$ cat config.mk
export PLATFORM = sky130hd
export DESIGN_NAME = dz_scan_monitor_flat
export DESIGN_NICKNAME = d
export VERILOG_FILES = /design/src/rtl/dz_scan_monitor_if.sv /design/src/rtl/dz_scan_monitor.sv /design/src/flat_wrapper.sv
export SDC_FILE = /design/constraint.sdc
export NUM_CORES = 1
export LEC_CHECK = 0
export CORE_ASPECT_RATIO = 1.25
export CORE_UTILIZATION = 40
export DETAILED_ROUTE_END_ITERATION = 16
export PLACE_DENSITY = 0.67
export SETUP_SLACK_MARGIN = 0.05
export SLEW_MARGIN = 20
export SYNTH_ARGS = -nofsm -noshare
export SYNTH_HDL_FRONTEND = slang
export SYNTH_SLANG_ARGS = --single-unit
$ cat constraint.sdc
create_clock -name clk -period 14.49 [get_ports clk]
set_clock_uncertainty 0.1 [all_clocks]
set_input_delay 2.898 -clock clk [delete_from_list [all_inputs] [get_ports clk]]
set_output_delay 2.898 -clock clk [all_outputs]
set_load 0.02 [all_outputs]
$ cat src/rtl/dz_scan_monitor_if.sv
// Scan-side and readout-side signal bundle for the dot-matrix scan monitor.
// The master drives the scan strobes and read address; the slave is the monitor.
interface dz_scan_monitor_if;
  logic [7:0] row;
  logic [7:0] colr;
  logic [7:0] colg;
  logic [2:0] rd_addr;
  logic       err_clr;
  logic [7:0] rd_red;
  logic [7:0] rd_green;
  logic       frame_valid;
  logic       frame_pulse;
  logic       frame_changed;
  logic [7:0] frame_cnt;
  logic       multi_err;
  logic       scan_lost;

  modport master (
    output row, colr, colg, rd_addr, err_clr,
    input  rd_red, rd_green, frame_valid, frame_pulse, frame_changed,
           frame_cnt, multi_err, scan_lost
  );

  modport slave (
    input  row, colr, colg, rd_addr, err_clr,
    output rd_red, rd_green, frame_valid, frame_pulse, frame_changed,
           frame_cnt, multi_err, scan_lost
  );
endinterface

$ cat src/rtl/dz_scan_monitor.sv
// Rebuilds red/green 8x8 frames from a multiplexed row/column scan and exposes
// the last complete frame through a registered read port with status flags.
module dz_scan_monitor #(
  parameter int MIN_HOLD = 4,
  parameter int TIMEOUT  = 1000
) (
  input  logic               clk,
  input  logic               rst,
  dz_scan_monitor_if.slave   bus
);

  localparam logic [3:0] HOLD_CAP = 4'(MIN_HOLD - 2);
  localparam logic [3:0] HOLD_MAX = 4'(MIN_HOLD);
  localparam logic [9:0] TO_LAST  = 10'(TIMEOUT - 1);
  localparam logic [9:0] TO_MAX   = 10'(TIMEOUT);

  logic [7:0] row_p0, row_p1, row_p2;
  logic [7:0] colr_p0, colr_p1, colr_p2;
  logic [7:0] colg_p0, colg_p1, colg_p2;

  logic [3:0] hold_cnt;
  logic [9:0] idle_cnt;
  logic [7:0] seen;
  logic [7:0][7:0] shadow_r, shadow_g, vis_r, vis_g;
  logic [7:0][7:0] shadow_nxt_r, shadow_nxt_g;
  logic [7:0] seen_nxt, sel_n;
  logic [2:0] idx;
  logic       stable, row_idle, row_one, illegal, capture, commit, timeout_hit;

  logic [7:0] rd_red, rd_green, frame_cnt;
  logic       frame_valid, frame_pulse, frame_changed, multi_err, scan_lost;

  // Stage p0/p1: two-flop synchroniser; p2 holds the previous synchronised tuple
  always_ff @(posedge clk or posedge rst) begin
    if (rst) begin
      row_p0  <= '1;
      row_p1  <= '1;
      row_p2  <= '1;
      colr_p0 <= '0;
      colr_p1 <= '0;
      colr_p2 <= '0;
      colg_p0 <= '0;
      colg_p1 <= '0;
      colg_p2 <= '0;
    end else begin
      row_p0  <= bus.row;
      row_p1  <= row_p0;
      row_p2  <= row_p1;
      colr_p0 <= bus.colr;
      colr_p1 <= colr_p0;
      colr_p2 <= colr_p1;
      colg_p0 <= bus.colg;
      colg_p1 <= colg_p0;
      colg_p2 <= colg_p1;
    end
  end

  // Classification of the synchronised tuple and the capture/commit decision
  always_comb begin
    stable   = (row_p1 == row_p2) && (colr_p1 == colr_p2) && (colg_p1 == colg_p2);
    sel_n    = ~row_p1;
    row_idle = (row_p1 == 8'hFF);
    row_one  = !row_idle && ((sel_n & (sel_n - 8'd1)) == 8'd0);
    illegal  = !row_idle && !row_one;
    idx      = 3'd0;
    for (int i = 0; i < 8; i++) begin
      if (!row_p1[i]) idx = 3'(i);
    end
    capture      = stable && row_one && (hold_cnt == HOLD_CAP);
    shadow_nxt_r = shadow_r;
    shadow_nxt_g = shadow_g;
    shadow_nxt_r[idx] = colr_p1;
    shadow_nxt_g[idx] = colg_p1;
    seen_nxt     = seen | (8'd1 << idx);
    commit       = capture && (seen_nxt == 8'hFF);
    timeout_hit  = !capture && (idle_cnt == TO_LAST);
  end

  // Frame assembly, commit, timeout and registered readout
  always_ff @(posedge clk or posedge rst) begin
    if (rst) begin
      hold_cnt      <= '0;
      idle_cnt      <= '0;
      seen          <= '0;
      shadow_r      <= '0;
      shadow_g      <= '0;
      vis_r         <= '0;
      vis_g         <= '0;
      frame_valid   <= 1'b0;
      frame_pulse   <= 1'b0;
      frame_changed <= 1'b0;
      frame_cnt     <= '0;
      multi_err     <= 1'b0;
      scan_lost     <= 1'b0;
      rd_red        <= '0;
      rd_green      <= '0;
    end else begin
      frame_pulse   <= 1'b0;
      frame_changed <= 1'b0;

      if (!stable || illegal)      hold_cnt <= '0;
      else if (hold_cnt < HOLD_MAX) hold_cnt <= hold_cnt + 4'd1;

      // An illegal tuple in the same cycle as err_clr keeps the flag set
      if (illegal)          multi_err <= 1'b1;
      else if (bus.err_clr) multi_err <= 1'b0;

      if (capture) begin
        shadow_r  <= shadow_nxt_r;
        shadow_g  <= shadow_nxt_g;
        seen      <= seen_nxt;
        idle_cnt  <= '0;
        scan_lost <= 1'b0;
        if (commit) begin
          vis_r         <= shadow_nxt_r;
          vis_g         <= shadow_nxt_g;
          seen          <= '0;
          frame_pulse   <= 1'b1;
          frame_changed <= !frame_valid ||
                           ({shadow_nxt_r, shadow_nxt_g} != {vis_r, vis_g});
          frame_valid   <= 1'b1;
          frame_cnt     <= frame_cnt + 8'd1;
        end
      end else begin
        if (idle_cnt < TO_MAX) idle_cnt <= idle_cnt + 10'd1;
        if (timeout_hit) begin
          scan_lost   <= 1'b1;
          seen        <= '0;
          frame_valid <= 1'b0;
        end
      end

      rd_red   <= vis_r[bus.rd_addr];
      rd_green <= vis_g[bus.rd_addr];
    end
  end

  assign bus.rd_red        = rd_red;
  assign bus.rd_green      = rd_green;
  assign bus.frame_valid   = frame_valid;
  assign bus.frame_pulse   = frame_pulse;
  assign bus.frame_changed = frame_changed;
  assign bus.frame_cnt     = frame_cnt;
  assign bus.multi_err     = multi_err;
  assign bus.scan_lost     = scan_lost;

endmodule

$ cat src/flat_wrapper.sv
// flat-port wrapper written by rule: the top's interface ports become plain ports
module dz_scan_monitor_flat 
#(
  parameter int MIN_HOLD = 4,
  parameter int TIMEOUT  = 1000
)
  (clk, rst, bus_row, bus_colr, bus_colg, bus_rd_addr, bus_err_clr, bus_rd_red, bus_rd_green, bus_frame_valid, bus_frame_pulse, bus_frame_changed, bus_frame_cnt, bus_multi_err, bus_scan_lost);
  dz_scan_monitor_if bus_i ();
  input  logic clk;
  input  logic rst;
  input wire logic [$bits(bus_i.row)-1:0] bus_row;
  input wire logic [$bits(bus_i.colr)-1:0] bus_colr;
  input wire logic [$bits(bus_i.colg)-1:0] bus_colg;
  input wire logic [$bits(bus_i.rd_addr)-1:0] bus_rd_addr;
  input wire logic [$bits(bus_i.err_clr)-1:0] bus_err_clr;
  output wire logic [$bits(bus_i.rd_red)-1:0] bus_rd_red;
  output wire logic [$bits(bus_i.rd_green)-1:0] bus_rd_green;
  output wire logic [$bits(bus_i.frame_valid)-1:0] bus_frame_valid;
  output wire logic [$bits(bus_i.frame_pulse)-1:0] bus_frame_pulse;
  output wire logic [$bits(bus_i.frame_changed)-1:0] bus_frame_changed;
  output wire logic [$bits(bus_i.frame_cnt)-1:0] bus_frame_cnt;
  output wire logic [$bits(bus_i.multi_err)-1:0] bus_multi_err;
  output wire logic [$bits(bus_i.scan_lost)-1:0] bus_scan_lost;
  assign bus_i.row = bus_row;
  assign bus_i.colr = bus_colr;
  assign bus_i.colg = bus_colg;
  assign bus_i.rd_addr = bus_rd_addr;
  assign bus_i.err_clr = bus_err_clr;
  assign bus_rd_red = bus_i.rd_red;
  assign bus_rd_green = bus_i.rd_green;
  assign bus_frame_valid = bus_i.frame_valid;
  assign bus_frame_pulse = bus_i.frame_pulse;
  assign bus_frame_changed = bus_i.frame_changed;
  assign bus_frame_cnt = bus_i.frame_cnt;
  assign bus_multi_err = bus_i.multi_err;
  assign bus_scan_lost = bus_i.scan_lost;
  dz_scan_monitor #(.MIN_HOLD(MIN_HOLD), .TIMEOUT(TIMEOUT)) u_core (.clk(clk), .rst(rst), .bus(bus_i));
endmodule
==> results.sh, run 1 <==
export IMPL_endpoint_kind="flip-flop"
export IMPL_p_leak_nw=9.37
export IMPL_p_int_mw=1.64
export IMPL_drive_above_1_share=0.168
export IMPL_share_comb_of_total_power=0.054
export IMPL_cts_made_buffers=38
export IMPL_setup_worst_path_class="reg -> reg"
export IMPL_fin_crit_ns=5.07
export IMPL_synth_top_family_by_area="multiplexers"
export IMPL_cts_sinks=379
export IMPL_tns_ns=0
export IMPL_syn_area_um2=18300
export IMPL_syn_num_nets=1700
export IMPL_min_period_over_period=0.350
export IMPL_grt_util_all_layers=0.239
export IMPL_netlist_instances=1666
export IMPL_cts_max_level=2
export IMPL_slew_headroom=0.208
export IMPL_synth_xor_area_frac=0.0550
export IMPL_grt_pass1_wl_um=83300
export IMPL_final_area_um2=20600
export IMPL_synth_ff_type="dfrtp_1"
export IMPL_fp_dieH_um=241
export IMPL_setup_viol=0
export IMPL_switchingPower_uw=523
export IMPL_ctsHoldBuffers=0
export IMPL_clk_path_buf_depth=3
export IMPL_critPathArrivalTime_ns=5.35
export IMPL_worstMarginPinSlew_ns=1.19
export IMPL_slew_violations=0
export IMPL_clockRootBuffer="clkbuf_16"
export IMPL_dp_cells=2217
export IMPL_p_clk_frac=0.446
export IMPL_post_drt_wl_per_cell_um=24.2
export IMPL_critPathRequiredTime_ns=14.77
export IMPL_start_kind="flip-flop"
export IMPL_first_global_vias=13000
export IMPL_grt_setup_unrepaired="false"
export IMPL_ys_seq_area_frac=0.520
export IMPL_cts_tree="done"
export IMPL_ys_types=77
export IMPL_cts_setup_buffers=0
export IMPL_nets=1714
export IMPL_power_density_nw_per_um2=105
export IMPL_fmax_ghz=0.197
export IMPL_diodes=0
export IMPL_synth_adder_area_share=0.00383
export IMPL_rows=87
export IMPL_violations="design-rule violations"
export IMPL_hpwl_um=37400
export IMPL_peakVddDrop_mv=0.112
export IMPL_dieArea_um2=46600
export IMPL_final_seq_area_um2=9510
export IMPL_synthSimpleGateAreaFrac=0.0998
export IMPL_synth_avg_cell_area_um2=11.0
export IMPL_ios=59
export IMPL_dr_pass1_iters=11
export IMPL_overflow=0
export IMPL_placed_area_um2=19400
export IMPL_synth_compound_area_frac=0.116
export IMPL_start_util=0.405
export IMPL_gp_congestion=0.969
export IMPL_grt_max_degree=166
export IMPL_num_vias=13300
export IMPL_max_cap_viol_count=0
export IMPL_hold_violations=0
export IMPL_drt_iter0_drc=1317
export IMPL_routed_via_density=5.81
export IMPL_synthMuxAreaShare=0.168
export IMPL_wl_um=55200
export IMPL_yosysWarnings=0
export IMPL_critPathMaxFanout=31
export IMPL_path_clk_slew_ns=0.06
export IMPL_pwr_share_seq=0.500
export IMPL_sw_frac_of_total=0.242
export IMPL_core_um2=45200
export IMPL_n_fill_cell=4063
export IMPL_hold_class="reg -> reg"
export IMPL_synth_enable_flop_cells=0
export IMPL_drtAntennaViolNets=0
export IMPL_async_reset_ff_frac=1.00
export IMPL_area_growth_pct=12.7
export IMPL_drc=2
export IMPL_fp_dieW_um=193
export IMPL_antenna_found_initial=0
export IMPL_multi_input_area_um2=8110
export IMPL_finalNonFillerCells=2284
export IMPL_port_buffer_count=58
export IMPL_status="finished with violations"
export IMPL_cts_resized_gates=0
export IMPL_synth_seq_cells=379
export IMPL_clk_latency_ns=0.56
per-layer routing:
layer  share of wire  vias to the layer above  track usage
met5               0                        -            0
met4           0.063                        0        0.145
met3           0.062                      130       0.0307
met2            0.47                      538        0.388
met1            0.41                     6698        0.309
li1                -                     5912            -
cell usage after synthesis (8+ instances only):
cell type,n,area [µm²]
a21oi_1,69,345
a221oi_1,8,70.1
inv_1,53,199
o22ai_1,9,56.3
nand2_1,168,631
o221ai_1,10,87.6
xor2_1,82,718
nor2b_1,11,68.8
clkbuf_1,88,330
buf_2,14,70.1
dfstp_2,24,631
nor2_1,94,353
mux2i_1,90,901
mux4_2,32,721
nor4_1,18,113
a2111oi_0,9,78.8
xnor2_1,33,289
buf_1,10,37.5
mux2_2,117,1320
nor3_1,17,85.1
dfrtp_1,355,8880
nand3_1,15,75.1
nand4_1,20,125
o21ai_0,173,866
mux2_4,9,135
placed cells by master (no fill, tap or decap), types with 9 or more instances in the layout:
cell type,netlist,final
xnor2_1,33,33
xor2_1,82,82
mux2_4,9,9
nor2b_1,11,10
dfrtp_1,355,355
o22ai_1,9,9
mux2_2,117,117
nor3_1,17,17
nand2_1,168,167
a21oi_1,69,69
o221ai_1,10,10
inv_1,53,52
nor4_1,18,18
mux4_2,32,32
buf_4,3,29
nand4_1,20,20
clkdlybuf4s50_1,0,57
nor2_1,94,94
nand3_1,15,15
o21ai_0,173,173
dfstp_2,24,24
clkbuf_16,0,38
clkbuf_1,88,12
mux2i_1,90,90
sequential cells by signal (all words and copies together), names as in the netlist, 10 cells and up:
name / count
u_core.idle_cnt: 10
u_core.vis_r: 64
u_core.shadow_r: 64
u_core.vis_g: 64
u_core.shadow_g: 64
cell families after synthesis:
family | Yosys count
muxes | 248
xor gates and xnor gates | 115
buffers and inverters | 173
DFF | 379
AOI/OAI and AO/OA | 352
adders and majority gates | 6
and+or+nand+nor | 393
per-stage QoR:
step            util  setup slack (ns)  power [mW]  hold WS [ns]
6_report       0.457              9.42        2.16         0.247
3_5_place_dp   0.429              9.07        1.22         0.235
2_1_floorplan      -              1.00        1.17         0.231
3_3_place_gp   0.429              9.12        1.22         0.231
5_1_grt        0.457              9.31        2.23         0.250
4_1_cts        0.456              9.23        2.18         0.248
final timing paths:
kind                                   start                        to  slack [ns]  cells past startpoint
hold reg to reg            u_core.colg_p0[4]         u_core.colg_p1[4]        0.25                      0
setup / recovery            u_core.row_p1[7]  u_core.bus.frame_changed        9.42                      8
max in group asynchronous                rst           u_core.vis_g[0]       10.04                      4
setup reg to reg            u_core.row_p1[7]  u_core.bus.frame_changed        9.42                      8
hold / removal             u_core.colg_p0[4]         u_core.colg_p1[4]        0.25                      0
min in group asynchronous                rst          u_core.vis_g[38]        2.63                      2
critical path, cell delays in order (launching register included):
cell       delay [ns]
dfstp_2          1.06
nand4_2          0.53
nor2_1           0.54
buf_4            0.33
mux2i_1          0.21
a2111oi_0        0.96
nand4_1          0.28
nor4_1           0.63
a31oi_1          0.23
power by group through the flow:
| stage | clock (mW) | sequential, mW | combinational, mW |
|---|---|---|---|
| final | 0.965 | 1.08 | 0.117 |
| after floorplan | 0 | 1.10 | 0.0722 |
| after global routing | 1.02 | 1.08 | 0.125 |
| after detailed placement | 0 | 1.10 | 0.116 |
| after CTS | 0.981 | 1.08 | 0.116 |
| after global placement | 0 | 1.10 | 0.115 |
cell type report:
class | count | area share
multi-input cells | 1114 | 0.393
flip-flops and latches | 379 | 0.461
clock inverters | 11 | 0.00667
well taps | 578 | 0.0350
inverters | 55 | 0.0104
clock buffers | 55 | 0.0516
repair buffers | 92 | 0.0424
Power figures use the tool's default switching activity.
==> run 2: changes to the inputs <==
==> constraint.sdc (replaced) <==
create_clock -name clk -period 5.3 [get_ports clk]
set_clock_uncertainty 0.1 [all_clocks]
set_input_delay 1.06 -clock clk [delete_from_list [all_inputs] [get_ports clk]]
set_output_delay 1.06 -clock clk [all_outputs]
set_load 0.02 [all_outputs]
==> results.sh, run 2 (synthesis gave the netlist of run 1 again) <==
export IMPL_cts_sinks=379
export IMPL_overflow=0
export IMPL_cts_resized_gates=0
export IMPL_first_global_vias=13300
export IMPL_hold_violations=0
export IMPL_routed_via_density=5.84
export IMPL_critPathRequiredTime_ns=5.61
export IMPL_area_growth_pct=13.7
export IMPL_cp_slowest_cell="a2111oi_0"
export IMPL_violations="design-rule violations"
export IMPL_ctsHoldBuffers=0
export IMPL_drive_above_1_share=0.179
export IMPL_cts_tree="done"
export IMPL_nets=1727
export IMPL_drtAntennaViolNets=0
export IMPL_power_density_nw_per_um2=292
export IMPL_critPathMaxFanout=12
export IMPL_wl_um=58000
export IMPL_endpoint_kind="flip-flop"
export IMPL_cts_max_level=2
export IMPL_max_cap_viol_count=0
export IMPL_p_leak_nw=9.47
export IMPL_fp_dieH_um=241
export IMPL_clk_path_buf_depth=3
export IMPL_clk_latency_ns=0.56
export IMPL_fin_crit_ns=4.41
export IMPL_setup_viol=0
export IMPL_fmax_ghz=0.227
export IMPL_dp_worst_setup_slack_ns=1.01
export IMPL_hpwl_um=40700
export IMPL_grt_util_all_layers=0.252
export IMPL_port_buffer_count=58
export IMPL_diodes=0
export IMPL_setup_worst_path_class="reg -> reg"
export IMPL_cts_setup_buffers=0
export IMPL_dieArea_um2=46600
export IMPL_utilization=0.461
export IMPL_dp_cells=2229
export IMPL_setup_ws_ns=0.889
export IMPL_hold_class="reg -> reg"
export IMPL_start_util=0.405
export IMPL_gp_congestion=0.970
export IMPL_core_um2=45200
export IMPL_post_drt_wl_per_cell_um=25.2
export IMPL_grt_pass1_wl_um=86900
export IMPL_critPathArrivalTime_ns=4.72
export IMPL_fp_dieW_um=193
export IMPL_start_kind="flip-flop"
export IMPL_finalNonFillerCells=2301
export IMPL_cp_cell_sequence="and4_1 > and2_1 > mux2i_1 > nor2_1 > a2111oi_0 > nand4_1 > nor4_1 > a31oi_1"
export IMPL_ios=59
export IMPL_grt_max_degree=170
export IMPL_path_clk_slew_ns=0.07
export IMPL_antenna_found_initial=0
export IMPL_min_period_over_period=0.832
export IMPL_final_common_cell="dfrtp_1"
export IMPL_rows=87
export IMPL_num_vias=13400
export IMPL_dr_pass1_iters=12
export IMPL_slew_violations=0
export IMPL_peakVddDrop_mv=0.276
export IMPL_slowest_delay_ns=0.78
export IMPL_placed_area_um2=19500
export IMPL_worstMarginPinSlew_ns=1.15
export IMPL_slew_headroom=0.236
export IMPL_final_cell_mix="dfrtp_1 (355), o21ai_0 (173), nand2_1 (167)"
export IMPL_clockRootBuffer="clkbuf_16"
export IMPL_status="finished with violations"
export IMPL_whs_ns=0.244
export IMPL_drt_iter0_drc=1313
export IMPL_cts_made_buffers=40
export IMPL_drc=2
export IMPL_grt_setup_unrepaired="false"
export IMPL_final_area_um2=20800
## run 2: cell count changes in the layout (fill, tap and decap cells not counted), sizes merged
cell / delta
clkinvlp: +4
inv: +2
buf: +11
## run 2: routing by layer
layer | part of all wire | global-route usage | up-vias
li1 | - | - | 5954
met1 | 0.39 | 0.314 | 6750
met2 | 0.47 | 0.420 | 572
met3 | 0.067 | 0.0359 | 154
met4 | 0.066 | 0.153 | 0
met5 | 0 | 0 | -
## run 2: final cells by class
cell class	count	area, µm²
Inverter	55	210
Timing Repair Buffer	103	951
Multi-Input combinational cell	1114	8110
Fill cell	4091	24400
Sequential cell	379	9510
Tap cell	578	723
Clock inverter	17	153
Clock buffer	55	1150
## run 2: metrics by stage
step | power [mW] | TNS (ns)
finish | 6.08 | 0
floorplan | 3.19 | -331.02
global placement | 3.33 | 0
detailed placement | 3.34 | 0
CTS | 6.14 | 0
global route | 6.27 | 0
## run 2: path summary, 6_finish.rpt
| kind | start | endpoint | slack, ns | depth (start not counted) |
|---|---|---|---|---|
| max in group asynchronous | rst | u_core.row_p1[2] | 3.14 | 4 |
| worst max register to register | u_core.row_p1[7] | u_core.bus.frame_changed | 0.89 | 8 |
| worst min register to register | u_core.colg_p0[1] | u_core.colg_p1[1] | 0.24 | 0 |
| worst max-delay path | u_core.row_p1[7] | u_core.bus.frame_changed | 0.89 | 8 |
| worst min-delay path | u_core.colg_p0[1] | u_core.colg_p1[1] | 0.24 | 0 |
| min in group asynchronous | rst | u_core.colg_p0[7] | 0.96 | 3 |
## run 2: report_power, final
part           switching [mW]  internal [mW]  leakage [nW]
clock                    1.22           1.58         0.633
sequential             0.0296           2.93          5.08
combinational           0.226         0.0982          3.76
## run 2: critical path, delay by kind of cell (launching register included)
| kind | cells | cell delay, ns |
|---|---|---|
| mux | 1 | 0.64 |
| flops | 1 | 0.69 |
| simple gates | 5 | 1.91 |
| compound gates | 2 | 0.92 |
==> run 3: changes to the inputs <==
==> constraint.sdc (replaced) <==
create_clock -name clk -period 4.3 [get_ports clk]
set_clock_uncertainty 0.1 [all_clocks]
set_input_delay 0.86 -clock clk [delete_from_list [all_inputs] [get_ports clk]]
set_output_delay 0.86 -clock clk [all_outputs]
set_load 0.02 [all_outputs]
==> results.sh, run 3 (synthesis gave the netlist of run 1 again) <==
export IMPL_first_global_vias=13400
export IMPL_critPathMaxFanout=29
export IMPL_start_kind="flip-flop"
export IMPL_num_vias=13400
export IMPL_cp_slowest_cell="dfstp_2"
export IMPL_overflow=0
export IMPL_gp_congestion=0.964
export IMPL_critPathArrivalTime_ns=4.37
export IMPL_peakVddDrop_mv=0.334
export IMPL_clk_latency_ns=0.56
export IMPL_slowest_delay_ns=0.55
export IMPL_drive_above_1_share=0.190
export IMPL_start_util=0.405
export IMPL_n_fill_cell=4088
export IMPL_crit_top_cell="buf_4"
export IMPL_final_cell_mix="dfrtp_1 (355), o21ai_0 (173), nand2_1 (167)"
export IMPL_endpoint="u_core.bus.frame_changed"
export IMPL_cts_max_level=2
export IMPL_setup_viol=0
export IMPL_grt_util_all_layers=0.260
export IMPL_power_density_nw_per_um2=364
export IMPL_hold_violations=0
export IMPL_fp_dieW_um=193
export IMPL_worstSetupStartpoint="u_core.row_p1[7]"
export IMPL_drtAntennaViolNets=0
export IMPL_endpoint_kind="flip-flop"
export IMPL_diodes=0
export IMPL_cts_resized_gates=3
export IMPL_slew_violations=0
export IMPL_wl_um=59600
export IMPL_final_area_um2=21100
export IMPL_status="finished with violations"
export IMPL_hpwl_um=42600
export IMPL_placed_area_um2=19700
export IMPL_violations="design-rule violations"
export IMPL_drt_iter0_drc=1201
export IMPL_reg2reg_to="u_core.bus.frame_changed"
export IMPL_clockRootBuffer="clkbuf_16"
export IMPL_setup_worst_path_class="reg -> reg"
export IMPL_fin_crit_ns=4.04
export IMPL_rows=87
export IMPL_timing_rr_start="u_core.row_p1[7]"
export IMPL_nets=1744
export IMPL_r2r_setup_slack_ns=0.26
export IMPL_final_common_cell="dfrtp_1"
export IMPL_utilization=0.466
export IMPL_max_cap_viol_count=0
export IMPL_antenna_found_initial=2
export IMPL_cts_sinks=379
export IMPL_ctsHoldBuffers=0
export IMPL_critPathRequiredTime_ns=4.62
export IMPL_cts_setup_buffers=0
export IMPL_min_period_over_period=0.940
export IMPL_dr_pass1_iters=11
export IMPL_port_buffer_count=58
export IMPL_routed_via_density=5.79
export IMPL_cts_tree="done"
export IMPL_clk_path_buf_depth=3
export IMPL_fmax_ghz=0.247
export IMPL_p_leak_nw=9.60
export IMPL_core_um2=45200
export IMPL_grt_setup_unrepaired="false"
export IMPL_area_growth_pct=15.1
export IMPL_fp_dieH_um=241
export IMPL_reg2reg_depth=12
export IMPL_drc=2
export IMPL_ios=59
export IMPL_grt_max_degree=98
export IMPL_totalPowerFinal_mw=7.67
export IMPL_path_clk_slew_ns=0.06
export IMPL_post_drt_wl_per_cell_um=25.7
export IMPL_dieArea_um2=46600
export IMPL_cp_cell_sequence="buf_4 > nor2b_2 > buf_4 > buf_4 > o221ai_1 > o21ai_0 > nand4_1 > nor4_2 > nand4_1 > buf_4 > nor4_2 > a31oi_1"
export IMPL_cts_made_buffers=40
export IMPL_grt_pass1_wl_um=88900
export IMPL_tns_ns=0
export IMPL_slew_headroom=0.346
export IMPL_whs_ns=0.244
export IMPL_hold_class="reg -> reg"
export IMPL_worstMarginPinSlew_ns=0.956
==> run 3: cell types whose count changed in the layout (fill, tap and decap cells not counted), moves of 2 or more <==
cell / delta
clkinv_2: +2
buf_4: +12
nor4_1: -3
buf_12: +5
bufinv_16: +4
nor4_2: +3
clkbuf_8: -2
inv_6: -2
==> run 3: critical path: cells and delay by family (launching register included) <==
kind                   cells  cell delay [ns]
DFF                        1             0.55
and+or+nand+nor            5             1.59
buffers and inverters      4             1.21
AOI/OAI and AO/OA          3             0.44
==> run 3: cell type report <==
| cell class | count | area (µm²) | area share |
|---|---|---|---|
| sequential | 379 | 9510 | 0.452 |
| multi-input combinational | 1114 | 8130 | 0.386 |
| timing repair buffer | 120 | 1140 | 0.0542 |
| clock buffer | 51 | 1090 | 0.0518 |
| tap | 578 | 723 | 0.0343 |
| clock inverter | 21 | 262 | 0.0124 |
| inverter | 55 | 210 | 0.00998 |
==> run 3: worst min path at each step <==
stage                       from  slack [ns]  depth (start not counted)           endpoint
5_1_grt        u_core.colg_p0[6]        0.25                          0  u_core.colg_p1[6]
6_report       u_core.colg_p0[6]        0.24                          0  u_core.colg_p1[6]
4_1_cts        u_core.colg_p0[6]        0.25                          0  u_core.colg_p1[6]
3_3_place_gp   u_core.colg_p0[4]        0.23                          0  u_core.colg_p1[4]
2_1_floorplan  u_core.colg_p0[0]        0.23                          0  u_core.colg_p1[0]
3_5_place_dp   u_core.colg_p0[0]        0.23                          0  u_core.colg_p1[0]
==> run 3: routing by layer <==
metal  track usage  wire length (µm)  vias up
met1         0.326             23900     6753
met3        0.0351              3430      155
met4         0.165              4090        0
li1              -                 -     5981
met2         0.428             28200      541
met5             0                 0        -
==> run 3: through the flow <==
stage	worst slack, ns	instances
2_1_floorplan	-1.73	1666
3_3_place_gp	-0.270	2246
3_5_place_dp	-0.108	2246
4_1_cts	0.130	2318
5_1_grt	0.177	2318
6_report	0.257	2318
==> run 3: power breakdown <==
group	leakage [nW]	total [mW]	switching [mW]	internal, mW
clock	0.654	3.60	1.49	2.11
combinational	3.86	0.421	0.291	0.130
sequential	5.08	3.64	0.0346	3.61
total	9.60	7.67	1.82	5.85
